**src/rtl/dcache_write_buffer.sv**
```systemverilog
// Circular write buffer between the dcache write port and the AXI bridge write channel,
// with line-address read-after-write hazard blocking. Define WBUF_MERGE_EN to merge word stores into the tail.
module dcache_write_buffer #(
  parameter  int DEPTH = 4,
  localparam int PTR_W = $clog2(DEPTH)
) (
  input  logic         clock,
  input  logic         reset,
  input  logic         s_wr_req,
  input  logic [2:0]   s_wr_type,
  input  logic [31:0]  s_wr_addr,
  input  logic [3:0]   s_wr_wstrb,
  input  logic [127:0] s_wr_data,
  output logic         s_wr_rdy,
  input  logic         s_rd_req,
  input  logic [31:0]  s_rd_addr,
  output logic         s_rd_rdy,
  output logic         m_wr_req,
  output logic [2:0]   m_wr_type,
  output logic [31:0]  m_wr_addr,
  output logic [3:0]   m_wr_wstrb,
  output logic [127:0] m_wr_data,
  input  logic         m_wr_rdy,
  output logic         m_rd_req,
  input  logic         m_rd_rdy,
  output logic         wbuf_empty
);

  logic [2:0]   type_q  [DEPTH];
  logic [31:0]  addr_q  [DEPTH];
  logic [3:0]   wstrb_q [DEPTH];
  logic [127:0] data_q  [DEPTH];

  logic [PTR_W-1:0] wr_ptr_q, wr_ptr_d;
  logic [PTR_W-1:0] rd_ptr_q, rd_ptr_d;
  logic [PTR_W:0]   count_q, count_d;

  logic accept, push, pop, merge, hazard;
  logic [PTR_W-1:0] tail_idx, off;
  logic unused_rd_lsb;

  assign unused_rd_lsb = ^s_rd_addr[3:0];
  assign tail_idx      = wr_ptr_q - PTR_W'(1);

  assign s_wr_rdy   = (count_q != (PTR_W+1)'(DEPTH));
  assign wbuf_empty = (count_q == '0);
  assign m_wr_req   = !wbuf_empty;
  assign accept     = s_wr_req && s_wr_rdy;
  assign pop        = m_wr_req && m_wr_rdy;

`ifdef WBUF_MERGE_EN
  // Tail must not be the head: merging into an entry already on the bus would change it mid-handshake.
  assign merge = accept && (s_wr_type == 3'b010) && (type_q[tail_idx] == 3'b010) &&
                 (addr_q[tail_idx] == s_wr_addr) && (count_q >= (PTR_W+1)'(2));
`else
  assign merge = 1'b0;
`endif
  assign push = accept && !merge;

  // Head fields read as zero when empty, so the storage array needs no reset.
  assign m_wr_type  = m_wr_req ? type_q[rd_ptr_q]  : '0;
  assign m_wr_addr  = m_wr_req ? addr_q[rd_ptr_q]  : '0;
  assign m_wr_wstrb = m_wr_req ? wstrb_q[rd_ptr_q] : '0;
  assign m_wr_data  = m_wr_req ? data_q[rd_ptr_q]  : '0;

  // NOTE: every signal written in always_comb gets a default first, otherwise a latch is inferred.
  always_comb begin
    hazard = accept && (s_wr_addr[31:4] == s_rd_addr[31:4]);
    off    = '0;
    for (int i = 0; i < DEPTH; i++) begin
      off = PTR_W'(i) - rd_ptr_q;
      if (({1'b0, off} < count_q) && (addr_q[i][31:4] == s_rd_addr[31:4])) hazard = 1'b1;
    end
  end

  assign m_rd_req = s_rd_req && !hazard;
  assign s_rd_rdy = m_rd_rdy && !hazard;

  always_comb begin
    wr_ptr_d = wr_ptr_q + (push ? PTR_W'(1) : PTR_W'(0));
    rd_ptr_d = rd_ptr_q + (pop  ? PTR_W'(1) : PTR_W'(0));
    count_d  = count_q + (PTR_W+1)'(push) - (PTR_W+1)'(pop);
  end

  // NOTE: sequential state uses non-blocking assignments so all registers update from pre-edge values.
  always_ff @(posedge clock or posedge reset) begin
    if (reset) begin
      wr_ptr_q <= '0;
      rd_ptr_q <= '0;
      count_q  <= '0;
    end else begin
      wr_ptr_q <= wr_ptr_d;
      rd_ptr_q <= rd_ptr_d;
      count_q  <= count_d;
    end
  end

  // NOTE: the entry array is deliberately not reset; validity comes from count and the output mux.
  always_ff @(posedge clock) begin
    if (push) begin
      type_q[wr_ptr_q]  <= s_wr_type;
      addr_q[wr_ptr_q]  <= s_wr_addr;
      wstrb_q[wr_ptr_q] <= s_wr_wstrb;
      data_q[wr_ptr_q]  <= s_wr_data;
    end
`ifdef WBUF_MERGE_EN
    else if (merge) begin
      for (int b = 0; b < 4; b++) begin
        if (s_wr_wstrb[b]) begin
          data_q[tail_idx][8*b +: 8] <= s_wr_data[8*b +: 8];
          wstrb_q[tail_idx][b]       <= 1'b1;
        end
      end
    end
`endif
  end

endmodule

```
**config.mk**
```make
export PLATFORM = sky130hd
export DESIGN_NAME = dcache_write_buffer
export DESIGN_NICKNAME = d
export VERILOG_FILES = /design/src/rtl/dcache_write_buffer.sv
export SDC_FILE = /design/constraint.sdc
export NUM_CORES = 1
export LEC_CHECK = 0
export BUFFER_PORTS_ARGS = -buffer_cell sky130_fd_sc_hd__buf_2
export CAP_MARGIN = 15
export CORE_ASPECT_RATIO = 1.75
export CORE_MARGIN = 3
export CORE_UTILIZATION = 60
export CTS_BUF_LIST = sky130_fd_sc_hd__clkbuf_2 sky130_fd_sc_hd__clkbuf_4 sky130_fd_sc_hd__clkbuf_8
export CTS_CLUSTER_SIZE = 16
export DETAILED_ROUTE_END_ITERATION = 7
export GPL_ROUTABILITY_DRIVEN = 0
export GPL_TIMING_DRIVEN = 0
export PLACE_DENSITY = 0.92
export SYNTH_ARGS = -nofsm -noshare
export SYNTH_HDL_FRONTEND = slang
export SYNTH_SLANG_ARGS = --single-unit
export TNS_END_PERCENT = 20
```
**constraint.sdc**
```tcl
create_clock -name clock -period 33.2 [get_ports clock]
set_clock_uncertainty 0.05 [all_clocks]
set_input_delay 1.66 -clock clock [delete_from_list [all_inputs] [get_ports clock]]
set_output_delay 1.66 -clock clock [all_outputs]
set_load 0.005 [all_outputs]
```
# --- After elaboration in Yosys (flattened, before gate mapping) ---
# Memories as Yosys holds them, arrays and structs flattened.
# Index checks and enable logic that the tools add are counted.
word_totals:
  register_bits: 7
  ram_bits: 668
  inputBits: 205
  out_inout_bits: 172
  wordCells: 49
  memories: 4
op_classes:
  add_sub_neg: 8
  order_cmp: 4
  eq_ne: 6
  muxes: 12
  reduce_logical: 12
memory_table:
  columns: ["memory", "depth", "word_bits", "read_ports", "rd_clocked_by_memory_dff", "write_ports", "line", "rtl"]
  rows:
  - ["data_q", 4, 128, 1, 0, 1, "32", "logic [127:0] data_q [DEPTH];"]
  - ["addr_q", 4, 32, 5, 0, 1, "30", "logic [31:0] addr_q [DEPTH];"]
  - ["wstrb_q", 4, 4, 1, 0, 1, "31", "logic [3:0] wstrb_q [DEPTH];"]
  - ["type_q", 4, 3, 1, 0, 1, "29", "logic [2:0] type_q [DEPTH];"]
ops:
  columns: ["op", "n"]
  rows:
  - ["28-bit equality test", 5]
  - ["128-bit 2-to-1 mux", 1]
  - ["32-bit 2-to-1 mux", 1]
  - ["2-bit by 3-bit less-than comparator with 1-bit output", 4]
  - ["1-bit logical AND", 9]
  - ["1-bit 2-to-1 mux", 8]
  - ["2-bit by 1-bit adder with 2-bit output", 2]
  - ["4-bit 2-to-1 mux", 1]
  - ["1-bit by 2-bit subtractor with 2-bit output, first input constant", 2]
  - ["2-bit subtractor, first input constant", 2]
  - ["3-bit by 1-bit adder with 3-bit output", 1]
  - ["3-bit zero test", 1]
  - ["3-bit 2-to-1 mux", 1]
  - ["3-bit != test, second input constant", 1]
  - ["3-bit by 1-bit subtractor with 3-bit output", 1]
  - ["1-bit zero test", 2]

# --- Depth between registers and ports, before layout ---
logic_depth:
  depth_word: 9
  ltp_mapped: 10
  ltp_nobuf: 9

# --- Least setup slack after synthesis ---
# No wires, ideal clock.
synth_timing:
  kind: "input to register"
  start: "input port s_wr_req"
  end: "memory addr_q[1][0], enable pin"
  setup_time_ns: 0.933
  t_arrival_ns: 13.910
  t_required_ns: 32.217
  setup_slack_ns: 18.308
  cell_stages: 2
  path_buffers: 0
  cell_sequence: "nand2_1 nor3b_1"
synth_via:
  elab_chain_cells: 3
synth_rtl:
  columns: ["element", "line", "rtl"]
  rows:
  - ["start: declaration", "9", "input logic s_wr_req,"]
  - ["1-bit logical AND", "48", "assign accept = s_wr_req && s_wr_rdy;"]
  - ["1-bit 2-to-1 mux", "100", "if (push) begin"]
  - ["1-bit 2-to-1 mux (implied by the code)", "102", "addr_q[wr_ptr_q] <= s_wr_addr;"]
  - ["end: declaration", "30", null]
# Every way passes these cells.

# --- Worst setup path after layout ---
layout_timing:
  start: "input port s_rd_addr[25]"
  end: "output port s_rd_rdy"
layout_via:
  elab_chain_cells: 8
  elab_cells_between_ends: 16
  cone_classes: "eq/ne (5); mux (4); reduce/logical (7)"
layout_rtl:
  columns: ["element", "line", "rtl"]
  rows:
  - ["start: declaration", "16", "input logic [31:0] s_rd_addr,"]
  - ["28-bit equality test (on tied branches)", "68, 72", null]
  - ["1-bit logical AND (on tied branches)", "68, 72", null]
  - ["1-bit 2-to-1 mux (3 in series)", "72", "if (({1'b0, off} < count_q) && (addr_q[i][31:4] == s_rd_addr[31:4])) hazard = 1'b1;"]
  - ["1-bit 2-to-1 mux *", "72", null]
  - ["1-bit zero test *", "77", "assign s_rd_rdy = m_rd_rdy && !hazard;"]
  - ["1-bit logical AND *", "77", null]
  - ["end: declaration", "17", "output logic s_rd_rdy,"]
# Mark *: on every way between the ends. The rest lies on a longest branch, timed or not.

==> results.txt <==
Status = finished, final reports clean
Synthesized area per cell = 20.6 µm²
PortBufs = 344
Routed length per placed instance = 26.7 µm
Post-Syn Instances = 1325
Fill count = 2519
Tot GR Track Use = 0.276
Worst Setup Slack, final = 27.76 ns
Power density over the cells = 87.0 mW/mm²
First-pass GRT wire length = 98200 µm
Via count = 15000
CP Data Required Time = 31.49 ns
Final Cycle Share = 0.164
Final setup vio count = 0
Leakage = 0.0114 µW
Width of the die = 167 µm
Clock sink total = 675
Slew @ Worst Pin = 0.989 ns
Hold buffer count at CTS = 0
Synth unique cells = 27
DIE HEIGHT = 288 µm
Initial Util = 0.612
CP Capture Type = primary output
Worst-Skew Late Latency = 0.66 ns
Die ar. = 0.0482 mm²
CTS Buffer Depth = 3
Number of synthesized register bits = 675
Post-synth top flop = edfxtp_1
Final Slew Violations = 0
Syn nets = 1539
Core area = 0.0447 mm²
Largest net degree at the start of global routing = 58
I/O Pins = 377
Endpoints failing hold = 0
Clk slew on worst S/H paths = 0.07 ns
Post-CTS Resized = 0
Final Hold Slack = 0.502 ns
P&R area growth vs syn = 18.6%
Total Routed Length = 66400 µm
Placed Instances = 2301
Worst slack, placed = 27.85 ns
Max frequency = 184 MHz
Period minus WS final = 5.44 ns
First DRT Iteration DRCs = 1257
Post-CTS Setup Bufs = 0
Max_slew headroom = 0.335
CTS tree = built
Initial antenna violation count = 20
Max Cap Viol = 0
Final cell count without fillers = 2485
Flop2flop setup slack = 29.95 ns
Sequential share of the synthesized area = 0.741
DRC Markers = 0
Detail Route Antenna Nets = 0
Detail Placement HPWL = 47500 µm
Num CTS Buffers = 91
Yosys warnings = 0
Core Rows = 102
Worst EP arrival = 3.73 ns
Fin nets = 2036
TNS Setup = 0 ns
H-tree depth = 3
Number of synthesized flops with an enable pin = 668
Maximum VDD drop = 0.0774 mV
Share of cells above drive strength 1 = 0.407
First drt pass iteration count = 5
Ys async rst share = 0.0104
Overall Power = 2820 µW
HP Class = register to register
Worst Path Max Fanout = 5
Vias in the first global route = 16000
Post-Syn Area = 0.0273 mm²
WS Path Type = input pin to primary output
Grt ovf = 0
CTS Root Cell = clkbuf_8
RSZ-0062 raised after global routing = no
Worst Setup Start Kind = input pin
Vias per cell = 6.02
-- sequential cells by signal (all words and copies together) (netlist names) --
signal	cells
addr_q	128
wstrb_q	16
type_q	12
data_q	512
wr_ptr_q	2
count_q	3
rd_ptr_q	2
-- final timing paths --
path                                from            end  cells past startpoint
min                          rd_ptr_q[0]    rd_ptr_q[0]                      1
max                        s_rd_addr[25]       s_rd_rdy                      7
min in group asynchronous          reset    wr_ptr_q[0]                      2
min reg2reg                  rd_ptr_q[0]    rd_ptr_q[0]                      1
max in group asynchronous          reset    rd_ptr_q[1]                      2
max reg2reg                   count_q[0]  data_q[1][54]                     10
-- cells in the mapped netlist, types with 7 or more instances --
library cell	instances	share of area
and2_1	168	0.038
buf_2	23	0.0042
buf_4	26	0.0071
clkbuf_1	34	0.0047
dfrtp_1	7	0.0064
edfxtp_1	668	0.73
ha_1	8	0.0037
inv_1	8	0.0011
mux4_2	167	0.14
nand4_1	14	0.0032
nor4_1	31	0.0071
xnor2_1	39	0.013
xor2_1	106	0.034
-- metrics by stage --
stage	area (µm²)	util
detailed placement	30500	0.684
floorplan	27300	-
global route	32400	0.725
finish	32400	0.725
CTS	32300	0.724
global placement	29800	0.666
-- power by group --
group          switching [µW]  internal [µW]
logic                     535            493
registers                52.1           1120
clock network             296            319
total                     883           1940
-- cells in the final DEF, fill, tap and decap left out, types with 18 or more instances in the layout --
cell	n
buf_4	27
clkbuf_1	34
mux4_2	167
clkbuf_8	96
clkinv_1	18
xnor2_1	39
edfxtp_1	668
diode_2	20
buf_2	367
xor2_1	106
and2_1	168
buf_6	47
nor4_1	31
clkbuf_4	29
-- cell families (layout without fill, tap and decap cells) --
group | after synthesis | count (layout) | share of synthesized area
AND/OR/NAND/NOR | 228 | 228 | 0.0518
AO/OA/AOI/OAI | 8 | 8 | 0.00146
XOR/XNOR | 145 | 145 | 0.0465
adder cells (fa/ha/maj) | 9 | 9 | 0.00440
other | 0 | 20 | 0
flip-flops | 675 | 675 | 0.741
multiplexers | 167 | 167 | 0.138
buffers and inverters | 93 | 661 | 0.0177
-- final cells by class --
cell class / instances / area (µm²) / area share
plain buffers: 85 / 453 / 0.0140
diodes: 20 / 50.0 / 0.00154
clock inverters: 39 / 270 / 0.00834
flip-flops and latches: 675 / 20200 / 0.625
multi-input cells: 557 / 6630 / 0.205
inverters: 8 / 30.0 / 0.000927
repair buffers: 404 / 2480 / 0.0765
clock buffers: 125 / 1540 / 0.0475
well taps: 572 / 716 / 0.0221
-- per-layer routing --
metal / global-route usage / routed length, µm / vias up
met5: 0 / 13 / -
met4: 0.178 / 4790 / 2
met3: 0.0579 / 4850 / 239
met2: 0.480 / 35200 / 862
met1: 0.309 / 21500 / 7552
li1: - / - / 6303
-- critical path: stages --
cell and delay [ns]:
buf_4 0.14, xor2_1 0.14, nor4_1 0.85, o21ai_0 0.25, nor4_1 0.44, nor3b_1 0.10
buf_2 0.14
Note: power is estimated with default switching activity, not from simulation.
